--- src/rtl/pci_data_phase.sv ---
// pci_data_phase: PCI initiator data phase, follows the address-phase stage and returns TACKn/TEAn to the 68040 side
//   CLK33, RESETn               PCI clock (rising edge) and asynchronous active-low reset
//   PCI_CYCLEn, BURST, RnW      cycle start from the address stage; BURST/RnW latched at start
//   DEVSELn, TRDYn, STOPn       PCI target responses, sampled on CLK33
//   IRDYn, LAST_BEAT            initiator ready; LAST_BEAT tells upstream to deassert FRAMEn
//   DATA_LE, BEAT               read-data latch enable pulse; current beat index 0..3
//   TACKn, TEAn, RETRY, DONE    one-clock acknowledge, error, re-run request, cycle-finished pulses
module pci_data_phase #(
   parameter int DEVSEL_TIMEOUT = 5,
   parameter int TRDY_TIMEOUT   = 16
) (
   input  logic       CLK33,
   input  logic       RESETn,
   input  logic       PCI_CYCLEn,
   input  logic       BURST,
   input  logic       RnW,
   input  logic       DEVSELn,
   input  logic       TRDYn,
   input  logic       STOPn,
   output logic       IRDYn,
   output logic       LAST_BEAT,
   output logic       DATA_LE,
   output logic [1:0] BEAT,
   output logic       TACKn,
   output logic       TEAn,
   output logic       RETRY,
   output logic       DONE
);
   localparam int MAXT = (DEVSEL_TIMEOUT > TRDY_TIMEOUT) ? DEVSEL_TIMEOUT : TRDY_TIMEOUT;
   localparam int CW   = $clog2(MAXT + 1);
   typedef enum logic [1:0] {IDLE, WAIT_DEVSEL, DATA, TURNAROUND} state_t;
   state_t        state, state_d;
   logic          cyc_q, burst_q, rnw_q, err_pend;
   logic          burst_d, rnw_d, err_pend_d;
   logic [CW-1:0] cnt, cnt_d, cnt_inc;
   logic          irdy_d, last_d, le_d, tack_d, tea_d, retry_d, done_d;
   logic [1:0]    beat_d;
   logic          data_edge, final_beat;
   assign cnt_inc    = cnt + CW'(1);
   // DEVSELn arriving together with TRDYn/STOPn is handled as the first data edge
   assign data_edge  = (state == DATA) || (state == WAIT_DEVSEL && !DEVSELn);
   assign final_beat = (BEAT == 2'd3) || !burst_q;
   always_comb begin
      state_d    = state;
      burst_d    = burst_q;
      rnw_d      = rnw_q;
      cnt_d      = cnt;
      err_pend_d = err_pend;
      irdy_d     = IRDYn;
      last_d     = LAST_BEAT;
      beat_d     = BEAT;
      le_d       = 1'b0;
      tack_d     = 1'b1;
      tea_d      = 1'b1;
      retry_d    = 1'b0;
      done_d     = 1'b0;
      case (state)
         IDLE: if (cyc_q && !PCI_CYCLEn) begin
            state_d    = WAIT_DEVSEL;
            burst_d    = BURST;
            rnw_d      = RnW;
            cnt_d      = '0;
            err_pend_d = 1'b0;
            beat_d     = 2'd0;
            irdy_d     = 1'b0;
            last_d     = !BURST;
         end
         WAIT_DEVSEL: if (DEVSELn) begin
            if (cnt_inc == CW'(DEVSEL_TIMEOUT)) begin
               tea_d   = 1'b0;
               last_d  = 1'b1;
               state_d = TURNAROUND;
            end else
               cnt_d = cnt_inc;
         end
         TURNAROUND: begin
            irdy_d     = 1'b1;
            last_d     = 1'b0;
            beat_d     = 2'd0;
            done_d     = 1'b1;
            // an abort that coincided with a completed beat is reported here, after its TACK
            tea_d      = !err_pend;
            err_pend_d = 1'b0;
            state_d    = IDLE;
         end
         default: ;
      endcase
      if (data_edge) begin
         state_d = DATA;
         if (!TRDYn) begin
            tack_d = 1'b0;
            le_d   = rnw_q;
            cnt_d  = '0;
            if (final_beat || !STOPn) begin
               state_d    = TURNAROUND;
               last_d     = 1'b1;
               retry_d    = !STOPn && !DEVSELn && !final_beat;
               err_pend_d = !STOPn && DEVSELn;
            end else begin
               beat_d = BEAT + 2'd1;
               // FRAMEn must drop one clock ahead of the final beat
               last_d = LAST_BEAT || (BEAT == 2'd1);
            end
         end else if (!STOPn) begin
            state_d = TURNAROUND;
            last_d  = 1'b1;
            retry_d = !DEVSELn;
            tea_d   = !DEVSELn;
         end else if (state == DATA) begin
            if (cnt_inc == CW'(TRDY_TIMEOUT)) begin
               tea_d   = 1'b0;
               last_d  = 1'b1;
               state_d = TURNAROUND;
            end else
               cnt_d = cnt_inc;
         end else
            cnt_d = '0;
      end
   end
   always_ff @(posedge CLK33 or negedge RESETn) begin
      if (!RESETn) begin
         state     <= IDLE;
         cyc_q     <= 1'b0;
         burst_q   <= 1'b0;
         rnw_q     <= 1'b0;
         err_pend  <= 1'b0;
         cnt       <= '0;
         IRDYn     <= 1'b1;
         LAST_BEAT <= 1'b0;
         DATA_LE   <= 1'b0;
         BEAT      <= 2'd0;
         TACKn     <= 1'b1;
         TEAn      <= 1'b1;
         RETRY     <= 1'b0;
         DONE      <= 1'b0;
      end else begin
         state     <= state_d;
         cyc_q     <= PCI_CYCLEn;
         burst_q   <= burst_d;
         rnw_q     <= rnw_d;
         err_pend  <= err_pend_d;
         cnt       <= cnt_d;
         IRDYn     <= irdy_d;
         LAST_BEAT <= last_d;
         DATA_LE   <= le_d;
         BEAT      <= beat_d;
         TACKn     <= tack_d;
         TEAn      <= tea_d;
         RETRY     <= retry_d;
         DONE      <= done_d;
      end
   end
endmodule

--- config.mk ---
export PLATFORM = sky130hd
export DESIGN_NAME = pci_data_phase
export DESIGN_NICKNAME = d
export VERILOG_FILES = /design/src/rtl/pci_data_phase.sv
export SDC_FILE = /design/constraint.sdc
export NUM_CORES = 1
export LEC_CHECK = 0
export CAP_MARGIN = 40
export CORE_UTILIZATION = 30
export CTS_CLUSTER_SIZE = 12
export DETAILED_ROUTE_END_ITERATION = 7
export PLACE_DENSITY_LB_ADDON = 0.08
export SLEW_MARGIN = 5
export SYNTH_ARGS = -nofsm -noshare
export SYNTH_HDL_FRONTEND = slang
export SYNTH_SLANG_ARGS = --single-unit
--- constraint.sdc ---
create_clock -name CLK33 -period 3.5 [get_ports CLK33]
set_clock_uncertainty 0.2 [all_clocks]
set_input_delay 0.35 -clock CLK33 [delete_from_list [all_inputs] [get_ports CLK33]]
set_output_delay 0.35 -clock CLK33 [all_outputs]
set_load 0.02 [all_outputs]
==> results_dict.tcl, run 1 <==
set metrics [dict create \
    pwr_density_cell_nw_per_um2 862.8 \
    finalPower_w 0.001447 \
    async_flop_share_pct 100.0 \
    grt_usage_pct 14.53 \
    crit_required_ns 3.47 \
    grt_pass1_wl_um 5637 \
    hpwlAfterDp_um 2529 \
    synth_top_area_share_pct 29.96 \
    antenna_found_initial 0 \
    synth_area_per_cell_sq_um 9.222 \
    cts_setup_buffers 0 \
    clock_path_buffers 2 \
    endpoint_kind "flip-flop" \
    ys_top_cells_by_count "nand2_1, dfrtp_1, ha_1, a21oi_1, inv_1" \
    vias_per_cell 5.452 \
    period_share_pct 71.13 \
    drive_gt1_share_pct 11.38 \
    slew_headroom_pct 63.60 \
    synth_seq_area_share_pct 35.51 \
    p_leak_nw 0.7139 \
    avgRoutedWirePerCell_um 15.25 \
    cts_tree "done" \
    setup_tns_ns 0 \
    cp_slowest_cell "dfrtp_1" \
    grt_start_max_net_pins 15 \
    ys_ff_latch 20 \
    setup_viol 0 \
    syn_nets 172 \
    synthesis.yosys.warnings 0 \
    worst_setup_path_start_kind "flip-flop" \
    synth_edf_count 0 \
    crit_type "reg -> reg" \
    cts_hold_buf 0 \
    path_depth 7 \
    synth_top_area_cell "dfrtp_1" \
    fin_crit_ns 2.490 \
    syn-instance-count 154 \
    area_growth_pct 18.06 \
    critical_path_arrival_ns 2.46 \
    crit_buf_inv 0 \
    numCtsBuffers 3 \
    rsz0062_at_grt "false" \
    antenna_left 0 \
    dieHeight_um 70.80 \
    gp_congestion 0.8440 \
    whs_ns 0.2352 \
    yosys-top-cells-area "dfrtp_1, ha_1, dfstp_2" \
    outcome "complete, no violations" \
    synth_ff_type "dfrtp_1" \
    syn_area_sq_um 1420 \
    clk_pin_slew_ns 0.08 \
    cpPeakStageDelay_ns 0.52 \
    max_cap_violations 0 \
    antenna_cells 0 \
    cp_max_fo 9 \
    slew_viol_final 0 \
    die-area_sq_um 5013 \
    grt_pass1_vias 1159 \
    reg2regPathDepth 7 \
    worstHoldPathType "in -> async" \
    place_ws_ns 0.9964 \
    rows 24 \
    die_w_um 70.80 \
    max_freq_mhz 401.7 \
    drt-pass1-iter-count 4 \
    port_buffers 16 \
    finalNetCount 186 \
    io_pins 17 \
    hold_viol_final 0 \
    start_util_pct 31.95 \
    drc 0 \
    yosysMostFrequentCell "nand2_1" \
    worst_pin_slew_ns 0.5442 \
    setup_slack_ns 1.010 \
    crit_chain "ha_1 -> nor3b_2 -> a41oi_2 -> nor3b_4 -> nor2_4 -> mux2_4 -> a32oi_1" \
    design.core.area_sq_um 4444 \
    h-tree-depth 1 \
    post_cts_resized 0 \
    vias 1194 \
    clock_sinks 20 \
    yosysUniqueCellTypes 49 \
    path_delay_family "simple AND/OR/NAND/NOR gates" \
    routed_wirelength_um 3340 \
    drt-initial-drc-count 114 \
    clkLatencyLatePin_ns 0.26 \
    overflow 0 \
    ir_drop_mv 0.3263 \
    cts-root-buf "clkbuf_8" \
]
## sequential cells by signal, summed over array words and instances (netlist names)
name       count
cnt            5
BEAT           2
state          2
DATA_LE        1
DONE           1
IRDYn          1
LAST_BEAT      1
RETRY          1
TACKn          1
TEAn           1
burst_q        1
cyc_q          1
err_pend       1
rnw_q          1
## final cells by class
type	count	area, sq um
fill	462	2768
multi-input combinational	115	819.5
sequential	20	504.2
timing repair buffer	17	175.2
tap	52	65.06
clock buffer	3	41.29
inverter	11	41.29
clock inverter	1	30.03
## metal layers
layer	vias up	global-route usage, %	wire, um
li1	574	-	-
met1	572	18.77	1524
met2	39	24.04	1586
met3	9	3.276	151
met4	0	4.889	78
met5	-	0	0
## placed cells by master (no fill, tap or decap), types with 3 or more instances in the layout
| cell type | instances |
|---|---|
| clkbuf_8 | 3 |
| ha_1 | 10 |
| mux2i_1 | 7 |
| dfstp_2 | 3 |
| clkdlybuf4s50_1 | 16 |
| a21oi_1 | 9 |
| nor3_1 | 3 |
| nand3_1 | 7 |
| nor2_1 | 5 |
| dfrtp_1 | 17 |
| nand2_1 | 18 |
| inv_2 | 3 |
| inv_1 | 8 |
| o21ai_0 | 7 |
| nand2b_1 | 4 |
## final timing paths
kind / start / slack [ns] / endpoint
max reg2reg: cnt[0] / 1.01 / cnt[0]
max in group asynchronous: RESETn / 2.32 / TEAn
min in group CLK33: rnw_q / 0.30 / DATA_LE
min reg2reg: rnw_q / 0.30 / DATA_LE
max: cnt[0] / 1.01 / cnt[0]
min: RESETn / 0.24 / DONE
## worst register-to-register path: stages (launching register included)
cell     delay (ns)
dfrtp_1        0.52
ha_1           0.39
nor3b_2        0.24
a41oi_2        0.07
nor3b_4        0.33
nor2_4         0.11
mux2_4         0.31
a32oi_1        0.24
## power breakdown
part	switching (W)	leakage (nW)	total (W)	internal [W]
sequential	0.000121	0.246	0.000452	0.000331
combinational	0.000422	0.432	0.000759	0.000337
clock	0.0000829	0.0357	0.000236	0.000153
total	0.000627	0.714	0.00145	0.000820
## cells by family after synthesis
group	Yosys count	synth area share (%)
AO/OA/AOI/OAI	41	20.09
XOR/XNOR	3	1.851
adder cells (fa/ha/maj)	10	8.811
buffers and inverters	19	6.784
flip-flops	20	35.51
multiplexers	10	7.577
AND/OR/NAND/NOR	51	19.38
## per-stage QoR
step | area, sq um | util (%) | cells
final | 1677 | 37.73 | 219
after global routing | 1677 | 37.73 | 219
after CTS | 1677 | 37.73 | 219
after detailed placement | 1605 | 36.12 | 215
after global placement | 1590 | 35.78 | 214
after floorplan | 1420 | - | 154
(Power assumes the default switching activity.)
==> run 2, diff against run 1 <==
clock period = 2.3 ns   (was 3.5 ns; I/O delays follow)
==> results_dict.tcl, run 2 (synthesis gave the netlist of run 1 again) <==
set metrics [dict create \
    outcome "complete, no violations" \
    clkLatencyLatePin_ns 0.26 \
    drc 0 \
    final_cell_mix "nand2_1, dfrtp_1, clkdlybuf4s50_1" \
    largest_reg_flops 5 \
    crit_chain "ha_1 -> nor3b_2 -> a41oi_2 -> nor3b_4 -> nor2_4 -> and3_1 -> o32a_1" \
    vias 1222 \
    net-switching-power_w 0.0009667 \
    dieHeight_um 70.80 \
    hold_viol_final 0 \
    reg2reg_from "cnt[1]" \
    max_freq_mhz 466.7 \
    clkPwrFrac_pct 16.0 \
    cts-root-buf "clkbuf_8" \
    critical_path_arrival_ns 2.10 \
    path_delay_family "simple AND/OR/NAND/NOR gates" \
    cp_slowest_cell "dfrtp_1" \
    setup_tns_ns 0 \
    pwr-share-comb_pct 54.9 \
    period_share_pct 93.16 \
    die-area_sq_um 5013 \
    drt-pass1-iter-count 4 \
    vias_per_cell 5.336 \
    finalNetCount 196 \
    grt_pass1_vias 1267 \
    rows 24 \
    final_common_cell "nand2_1" \
    r2r_end "cnt[1]" \
    p_seq_share_pct 29.1 \
    crit_type "reg -> reg" \
    start_util_pct 31.95 \
    crit_buf_inv 0 \
    area_growth_pct 22.82 \
    stdcell_area_sq_um 1744 \
    crit_required_ns 2.25 \
    p_leak_nw 0.7602 \
    reg2regPathDepth 7 \
    antenna_left 0 \
    worst_setup_path_start_kind "flip-flop" \
    finalPower_w 0.002288 \
    port_buffers 16 \
    n_fill_cell 463 \
    h-tree-depth 1 \
    pwr_density_cell_nw_per_um2 1312 \
    max_cap_violations 0 \
    antenna_cells 0 \
    regMostFlops "cnt" \
    r2r_slack_ns 0.16 \
    rsz0062_at_grt "false" \
    gp_congestion 0.8590 \
    fin_util_pct 39.25 \
    clk_pin_slew_ns 0.08 \
    clock_sinks 20 \
    ir_drop_mv 0.4684 \
    switching_share_pct 42.26 \
    endpoint_kind "flip-flop" \
    setup_viol 0 \
    dp_cells 225 \
    worst_pin_slew_ns 0.3707 \
    grt_usage_pct 15.02 \
    post_cts_resized 0 \
    p_int_w 0.001321 \
    place_area_sq_um 1673 \
    worstHoldPathType "in -> async" \
    biggestRegsByFlops "cnt (5), BEAT (2), state (2)" \
    slew_viol_final 0 \
    slew_headroom_pct 75.12 \
    clock_path_buffers 2 \
    grt_pass1_wl_um 5989 \
    avgRoutedWirePerCell_um 15.10 \
    drt-initial-drc-count 40 \
    design.core.area_sq_um 4444 \
    die_w_um 70.80 \
    cts_hold_buf 0 \
    overflow 0 \
    hpwlAfterDp_um 2605 \
    numCtsBuffers 3 \
    fin_crit_ns 2.143 \
    final_cells 229 \
    io_pins 17 \
    drive_gt1_share_pct 16.38 \
    cts_setup_buffers 0 \
    antenna_found_initial 0 \
    grt_start_max_net_pins 21 \
    cpPeakStageDelay_ns 0.45 \
    cts_tree "done" \
    routed_wirelength_um 3457 \
    cp_max_fo 7 \
]
run 2: cell count changes in the layout (fill, tap and decap cells not counted), sizes merged:
cell	previous run	this run
buf	1	11
run 2: cell type report:
class / instances / area (sq um) / area share [%]
Multi-Input combinational cell: 115 / 819.5 / 46.99
Sequential cell: 20 / 504.2 / 28.91
Timing Repair Buffer: 27 / 242.7 / 13.92
Tap cell: 52 / 65.06 / 3.730
Clock buffer: 3 / 41.29 / 2.367
Inverter: 11 / 41.29 / 2.367
Clock inverter: 1 / 30.03 / 1.722
run 2: power groups by stage:
stage | clock network (W) | registers (W) | logic [W]
2_1_floorplan | 0 | 0.000658 | 0.000876
4_1_cts | 0.000370 | 0.000667 | 0.00127
3_3_place_gp | 0 | 0.000667 | 0.00126
3_5_place_dp | 0 | 0.000672 | 0.00126
6_report | 0.000366 | 0.000667 | 0.00126
5_1_grt | 0.000384 | 0.000692 | 0.00140
run 2: per-layer routing:
| metal | global-route usage [%] | up-vias | wire, um |
|---|---|---|---|
| met5 | 0 | - | 0 |
| met3 | 1.852 | 4 | 121 |
| met4 | 4.667 | 0 | 23 |
| met1 | 18.52 | 598 | 1550 |
| met2 | 27.24 | 27 | 1760 |
| li1 | - | 593 | - |
run 2: worst max path at each step:
stage / from / endpoint / slack [ns] / cells after the start
finish: cnt[1] / cnt[1] / 0.16 / 7
global route: cnt[1] / cnt[1] / 0.02 / 7
CTS: cnt[1] / cnt[1] / 0.16 / 7
detailed placement: cnt[1] / cnt[1] / 0.17 / 7
global placement: state[0] / cnt[2] / 0.22 / 6
floorplan: cnt[1] / cnt[1] / 0.23 / 8
run 2: through the flow:
step | hold slack (ns) | setup WS, ns
6_report | 0.1028 | 0.1574
5_1_grt | 0.1413 | 0.02382
4_1_cts | 0.1135 | 0.1594
3_5_place_dp | 0.2831 | 0.1742
3_3_place_gp | 0.2868 | 0.2152
2_1_floorplan | -0.2656 | 0.2278
==> run 3, diff against run 2 <==
ABC_AREA = 0   (was unset)
==> results of run 3 <==
Final layout, timing and power as in run 2 (identical DEF).
